===== src/rtl/fb_write_queue.sv =====
// CPU-to-framebuffer write queue: buffers bus writes, issues them only in CPU slot cycles,
// and runs an in-order constant-byte block fill (screen clear, line erase).
module fb_write_queue #(
  parameter int DEPTH  = 8,
  parameter int ADDR_W = 14,
  parameter int FB_TOP = 16384
) (
  input  logic              clk,
  input  logic              resetb,
  input  logic              slot,
  input  logic              wr_req,
  input  logic [ADDR_W-1:0] wr_addr,
  input  logic [7:0]        wr_data,
  output logic              wr_ready,
  input  logic              fill_start,
  input  logic [ADDR_W-1:0] fill_addr,
  input  logic [ADDR_W-1:0] fill_len,
  input  logic [7:0]        fill_value,
  output logic              fill_busy,
  output logic [ADDR_W-1:0] fb_addr,
  output logic [7:0]        fb_data,
  output logic              fb_wren,
  output logic              empty,
  output logic              overflow,
  input  logic              overflow_clr
);
  localparam int PW = $clog2(DEPTH);
  localparam int CW = PW + 1;

  typedef enum logic [1:0] {IDLE, DRAIN, FILL_WAIT, FILL} state_t;

  state_t            r_state, w_state_nxt;
  logic [ADDR_W-1:0] r_mem_addr [DEPTH];
  logic [7:0]        r_mem_data [DEPTH];
  logic [PW-1:0]     r_wptr, r_rptr;
  logic [CW-1:0]     r_count, w_count_nxt;
  logic [CW-1:0]     r_snap, w_snap_nxt;
  logic [ADDR_W-1:0] r_faddr, r_flen;
  logic [7:0]        r_fval;
  logic              r_fill_busy, r_ovf;
  logic [ADDR_W-1:0] r_last_addr;
  logic [7:0]        r_last_data;

  logic              w_push, w_drop, w_pop, w_drain, w_fill_go, w_last_fill, w_fill_acc, w_wren;
  logic [ADDR_W-1:0] w_fill_addr_mod, w_faddr_inc, w_iss_addr;
  logic [7:0]        w_iss_data;

  assign wr_ready  = (r_count != CW'(DEPTH));
  assign empty     = (r_count == '0);
  assign fill_busy = r_fill_busy;
  assign overflow  = r_ovf;

  assign w_push      = wr_req && wr_ready;
  assign w_drop      = wr_req && !wr_ready;
  // FILL_WAIT drains the entries queued ahead of a pending fill, exactly like DRAIN.
  assign w_drain     = ((r_state == DRAIN) || (r_state == FILL_WAIT)) && !empty;
  assign w_pop       = slot && w_drain;
  assign w_fill_go   = slot && (r_state == FILL);
  assign w_last_fill = w_fill_go && (r_flen == ADDR_W'(1));
  assign w_wren      = w_pop || w_fill_go;
  assign w_fill_acc  = fill_start && !r_fill_busy && (fill_len != '0);
  assign w_count_nxt = r_count + CW'(w_push) - CW'(w_pop);

  assign w_fill_addr_mod = ADDR_W'(int'(fill_addr) % FB_TOP);
  assign w_faddr_inc     = (r_faddr == ADDR_W'(FB_TOP - 1)) ? '0 : r_faddr + ADDR_W'(1);

  assign w_iss_addr = (r_state == FILL) ? r_faddr : r_mem_addr[r_rptr];
  assign w_iss_data = (r_state == FILL) ? r_fval  : r_mem_data[r_rptr];
  assign fb_wren    = w_wren;
  assign fb_addr    = w_wren ? w_iss_addr : r_last_addr;
  assign fb_data    = w_wren ? w_iss_data : r_last_data;

  always_comb begin
    w_state_nxt = r_state;
    w_snap_nxt  = r_snap;
    case (r_state)
      IDLE: begin
        if (w_fill_acc) begin
          w_snap_nxt  = r_count;
          w_state_nxt = (r_count == '0) ? FILL : FILL_WAIT;
        end else if (w_count_nxt != '0) begin
          w_state_nxt = DRAIN;
        end
      end
      DRAIN: begin
        if (w_fill_acc) begin
          // entries present before this edge (minus any popping now) go ahead of the fill
          w_snap_nxt  = r_count - CW'(w_pop);
          w_state_nxt = (w_snap_nxt == '0) ? FILL : FILL_WAIT;
        end else if (w_count_nxt == '0) begin
          w_state_nxt = IDLE;
        end
      end
      FILL_WAIT: begin
        if (w_pop) begin
          w_snap_nxt = r_snap - CW'(1);
          if (r_snap == CW'(1)) w_state_nxt = FILL;
        end
      end
      FILL: begin
        if (w_last_fill) w_state_nxt = (w_count_nxt != '0) ? DRAIN : IDLE;
      end
      default: w_state_nxt = IDLE;
    endcase
  end

  always_ff @(posedge clk) begin
    if (w_push) begin
      r_mem_addr[r_wptr] <= wr_addr;
      r_mem_data[r_wptr] <= wr_data;
    end
  end

  always_ff @(posedge clk or negedge resetb) begin
    if (!resetb) begin
      r_state     <= IDLE;
      r_wptr      <= '0;
      r_rptr      <= '0;
      r_count     <= '0;
      r_snap      <= '0;
      r_faddr     <= '0;
      r_flen      <= '0;
      r_fval      <= '0;
      r_fill_busy <= 1'b0;
      r_ovf       <= 1'b0;
      r_last_addr <= '0;
      r_last_data <= '0;
    end else begin
      r_state <= w_state_nxt;
      r_snap  <= w_snap_nxt;
      r_count <= w_count_nxt;
      if (w_push) r_wptr <= r_wptr + PW'(1);
      if (w_pop)  r_rptr <= r_rptr + PW'(1);
      if (w_drop)            r_ovf <= 1'b1;
      else if (overflow_clr) r_ovf <= 1'b0;
      if (w_wren) begin
        r_last_addr <= w_iss_addr;
        r_last_data <= w_iss_data;
      end
      if (w_fill_acc) begin
        r_faddr     <= w_fill_addr_mod;
        r_flen      <= fill_len;
        r_fval      <= fill_value;
        r_fill_busy <= 1'b1;
      end else if (w_fill_go) begin
        r_faddr <= w_faddr_inc;
        r_flen  <= r_flen - ADDR_W'(1);
        if (w_last_fill) r_fill_busy <= 1'b0;
      end
    end
  end
endmodule


===== config.mk =====
export PLATFORM = sky130hd
export DESIGN_NAME = fb_write_queue
export DESIGN_NICKNAME = d
export VERILOG_FILES = /design/src/rtl/fb_write_queue.sv
export SDC_FILE = /design/constraint.sdc
export NUM_CORES = 1
export LEC_CHECK = 0
export CELL_PAD_IN_SITES_DETAIL_PLACEMENT = 1
export CELL_PAD_IN_SITES_GLOBAL_PLACEMENT = 2
export CORE_ASPECT_RATIO = 0.6
export CORE_MARGIN = 2
export CORE_UTILIZATION = 42
export DETAILED_ROUTE_END_ITERATION = 10
export PLACE_DENSITY = 0.81
export SLEW_MARGIN = 30
export SYNTH_ARGS = -nofsm -noshare
export SYNTH_HDL_FRONTEND = slang
export SYNTH_SLANG_ARGS = --single-unit

===== constraint.sdc =====
create_clock -name clk -period 3.8 [get_ports clk]
set_input_delay 0.76 -clock clk [delete_from_list [all_inputs] [get_ports clk]]
set_output_delay 0.76 -clock clk [all_outputs]
set_load 0.03 [all_outputs]

==> results of run 1 <==
[where the power goes]
part	leakage [nW]	switching (mW)	total [mW]	internal, mW
Clock	0.428	1.07	2.75	1.68
Sequential	2.53	0.450	4.08	3.63
Combinational	1.85	2.65	4.70	2.05
Total	4.80	4.17	11.5	7.36
[cells in the final DEF (no fill, tap or decap), types with 5 or more instances in the layout]
cell type / Yosys / layout
a21oi_1: 36 / 36
a31oi_1: 6 / 6
buf_12: 0 / 11
buf_4: 1 / 36
bufinv_16: 0 / 7
clkbuf_16: 0 / 26
clkdlybuf4s50_1: 0 / 67
dfrtp_1: 76 / 75
edfxtp_1: 176 / 176
ha_1: 21 / 19
inv_1: 21 / 21
mux2i_1: 26 / 25
mux4_2: 44 / 44
nand2_1: 91 / 91
nand3_1: 15 / 15
nor2_1: 55 / 49
nor2_2: 1 / 6
nor3b_1: 5 / 5
nor4_1: 10 / 10
o21ai_0: 29 / 29
o21ai_1: 21 / 21
xnor2_1: 14 / 13
xor2_1: 9 / 9
[layer usage]
layer  global-route usage  up-vias  part of all wire
met4              0.03563        0             0.015
met2               0.3201      128              0.46
met5                    0        -                 0
li1                     -     2988                 -
met3              0.03234       27             0.036
met1               0.2967     3411              0.49
[cells by family (layout without fill, tap and decap cells)]
family,after synthesis,after routing,share of synthesized area
xor+xnor,23,23,0.01872
compound gates,112,112,0.06071
flops,252,252,0.6680
buf+inv,55,182,0.02070
mux,72,72,0.1184
fa+ha+maj,22,22,0.02628
simple gates,208,208,0.08722
[stage by stage]
stage / setup WS (ps) / total power [mW] / instances / hold WS (ps) / area, um^2
final: 171.2 / 11.53 / 1200 / 296.2 / 13180
after global routing: 30.33 / 12.16 / 1200 / 349.8 / 13180
after CTS: 41.54 / 11.52 / 1197 / 323.3 / 13110
after detailed placement: 48.71 / 8.714 / 1153 / 467.4 / 12210
after global placement: 198.0 / 8.519 / 1153 / 457.3 / 12210
after floorplan: 417.8 / 6.910 / 744 / 446.0 / 10760
[sequential cells by signal, indices dropped and copies added (netlist names), 8 cells and up]
register / cells
r_last_data: 8
r_mem_addr: 112
r_last_addr: 14
r_flen: 14
r_faddr: 14
r_fval: 8
r_mem_data: 64
[worst max-delay path, cell delays in order (launching register included)]
cell     delay (ps)
dfrtp_1         400
inv_1           130
ha_1            180
or3b_1          400
nand3_1         140
inv_2            60
buf_4           160
nor2_4           80
buf_4           190
buf_12          160
nand2_1          50
o21ai_0         140
buf_4           230
[repair_timing]
item | 4_1_cts | 5_1_grt
setup endpoints to repair | 5 | 22
cloned | 0 | 1
gates resized for setup | 1 | 6
hold buffers | 0 | 0
pin swaps | 0 | 1
setup buffers | 0 | 2
[cells in the mapped netlist (all sizes together), types with 2 or more instances]
| cell type | number |
|---|---|
| a31oi | 6 |
| or3 | 2 |
| a21oi | 36 |
| nand2b | 4 |
| nand2 | 91 |
| dfrtp | 76 |
| o211ai | 4 |
| edfxtp | 176 |
| mux4 | 44 |
| nand3b | 2 |
| o221ai | 2 |
| and2 | 2 |
| ha | 21 |
| mux2i | 26 |
| buf | 15 |
| xor2 | 9 |
| nor4 | 10 |
| and3 | 3 |
| nor2b | 4 |
| a21o | 2 |
| mux2 | 2 |
| xnor2 | 14 |
| nor3b | 5 |
| o21ai | 50 |
| inv | 22 |
| o31ai | 2 |
| nor3 | 5 |
| clkbuf | 18 |
| nor2 | 56 |
| nand4 | 4 |
| nand3 | 16 |
[layout make-up]
type | count | area, um^2
inverter | 22 | 82.58
timing repair buffer | 116 | 1197
tap | 329 | 411.6
fill | 2477 | 12050
multi-input combinational | 437 | 3396
clock inverter | 16 | 266.5
clock buffer | 28 | 636.9
sequential | 252 | 7188
[worst max-delay path by stage]
stage | to | cells after the start | slack (ps) | startpoint
after global placement | r_state[0]$_DFFE_PN0P_ | 14 | 200 | slot
final | fb_data[4] | 12 | 170 | r_count[2]$_DFF_PN0_
after floorplan | r_mem_addr[0][0]$_DFFE_PP_ | 6 | 420 | r_count[2]$_DFF_PN0_
after global routing | fb_data[4] | 12 | 30 | r_count[2]$_DFF_PN0_
after detailed placement | r_state[0]$_DFFE_PN0P_ | 14 | 50 | slot
after CTS | fb_data[4] | 11 | 40 | r_count[2]$_DFF_PN0_
==> metrics, run 1 <==
global-route wire length before repair=40930 um; clk_lat worst skew=530 ps; GP Congestion=0.7643; DR iter-0 viols=593; Sink Count=252; sequential area share after synthesis=0.6680; Final nets=940; vias per cell=5.462; via count=6554; Post-Synthesis Cell Area=10760 um^2; period utilization=0.9549; ranking of synthesized cells by area=edfxtp_1 (49%), dfrtp_1 (18%), mux4_2 (9.2%); CP Class=reg -> out; Initial Util=0.4265; FP Rows=45; Port Buf Inserts=90; number of buffers created by CTS=25; setup TNS=0 ps; final WL=between 20000 and 30000 um; Post-Synthesis Cells=~740; Die H=128.0 um; initial antenna violation count=0; Bufs on Longest Clock Path=3; layout cell share with drive strength beyond 1=0.1780; Netlist cell types=55; number of detailed-route iterations in the first pass=4; syn_area_per_cell=14.46 um^2; R2R cell count=16; drt wl/cell=around 22 um; largest area contributor in the netlist=edfxtp_1; Worst EP arrival=2870 ps; post-synth top area share=0.4912; number of synthesized flops with an enable pin=176; yosys warns=0; ANT nets after route=0; Slew Viols, Final=0; CTS tree=built; full die area=between 20000 and 30000 um^2; FFs w/ async S/R, synth=0.3016; area delta synth->final=22.49%; H-tree depth=1; number of global-route vias before repair=6971; R2R setup slack=280 ps; I/O pins=91; Data required, critical path=3040 ps; Worst R2R End=r_state[0]$_DFFE_PN0P_; worst rel slew slack=0.4540; DRC viols=0; Reg-to-Reg Start=r_count[2]$_DFF_PN0_; antenna cells=0; critical path endpoint category=primary output; Clock Pin Slew Worst Setup and Hold Paths=70 ps; power density cells=875.0 nW/um^2; CP Max Fanout=13; Finished Core Util=0.5225; Leak Pwr=4.804 nW; die extent in x=210.6 um; clock skew=about 12 ps; core area=25220 um^2; Tmin final=3629 ps; largest net degree at the start of global routing=59; All-Layer GR Usage=0.2008; Max Cap Viol=0; Synthesized Nets=830; worst min path class=in -> async; Fin. Hold Viols=0; gr ovfl total=0; actual slew at the worst max-slew pin=819.0 ps; RSZ-0062 raised after global routing=no; FMAX=275.6 MHz; DP HPWL=roughly 17000 um; main flop type after synthesis=edfxtp_1; #FFs+latches synth=252; run status=completed; Root Buffer=clkbuf_16; VDD IR-drop max=0.5379 mV; Worst setup SP type=flop; final setup fails=0
Power figures use the tool's default switching activity.
==> run 2: changes to the inputs <==
Settings changed: ABC_CLOCK_PERIOD_IN_PS set to 3800.
==> results of run 2 <==
Same layout as run 1: the final DEF is identical, and so are final timing and power.
==> run 3: changes to the inputs <==
Settings changed: CAP_MARGIN set to 20.
==> results of run 3 <==
Same layout as run 1: the final DEF is identical, and so are final timing and power.
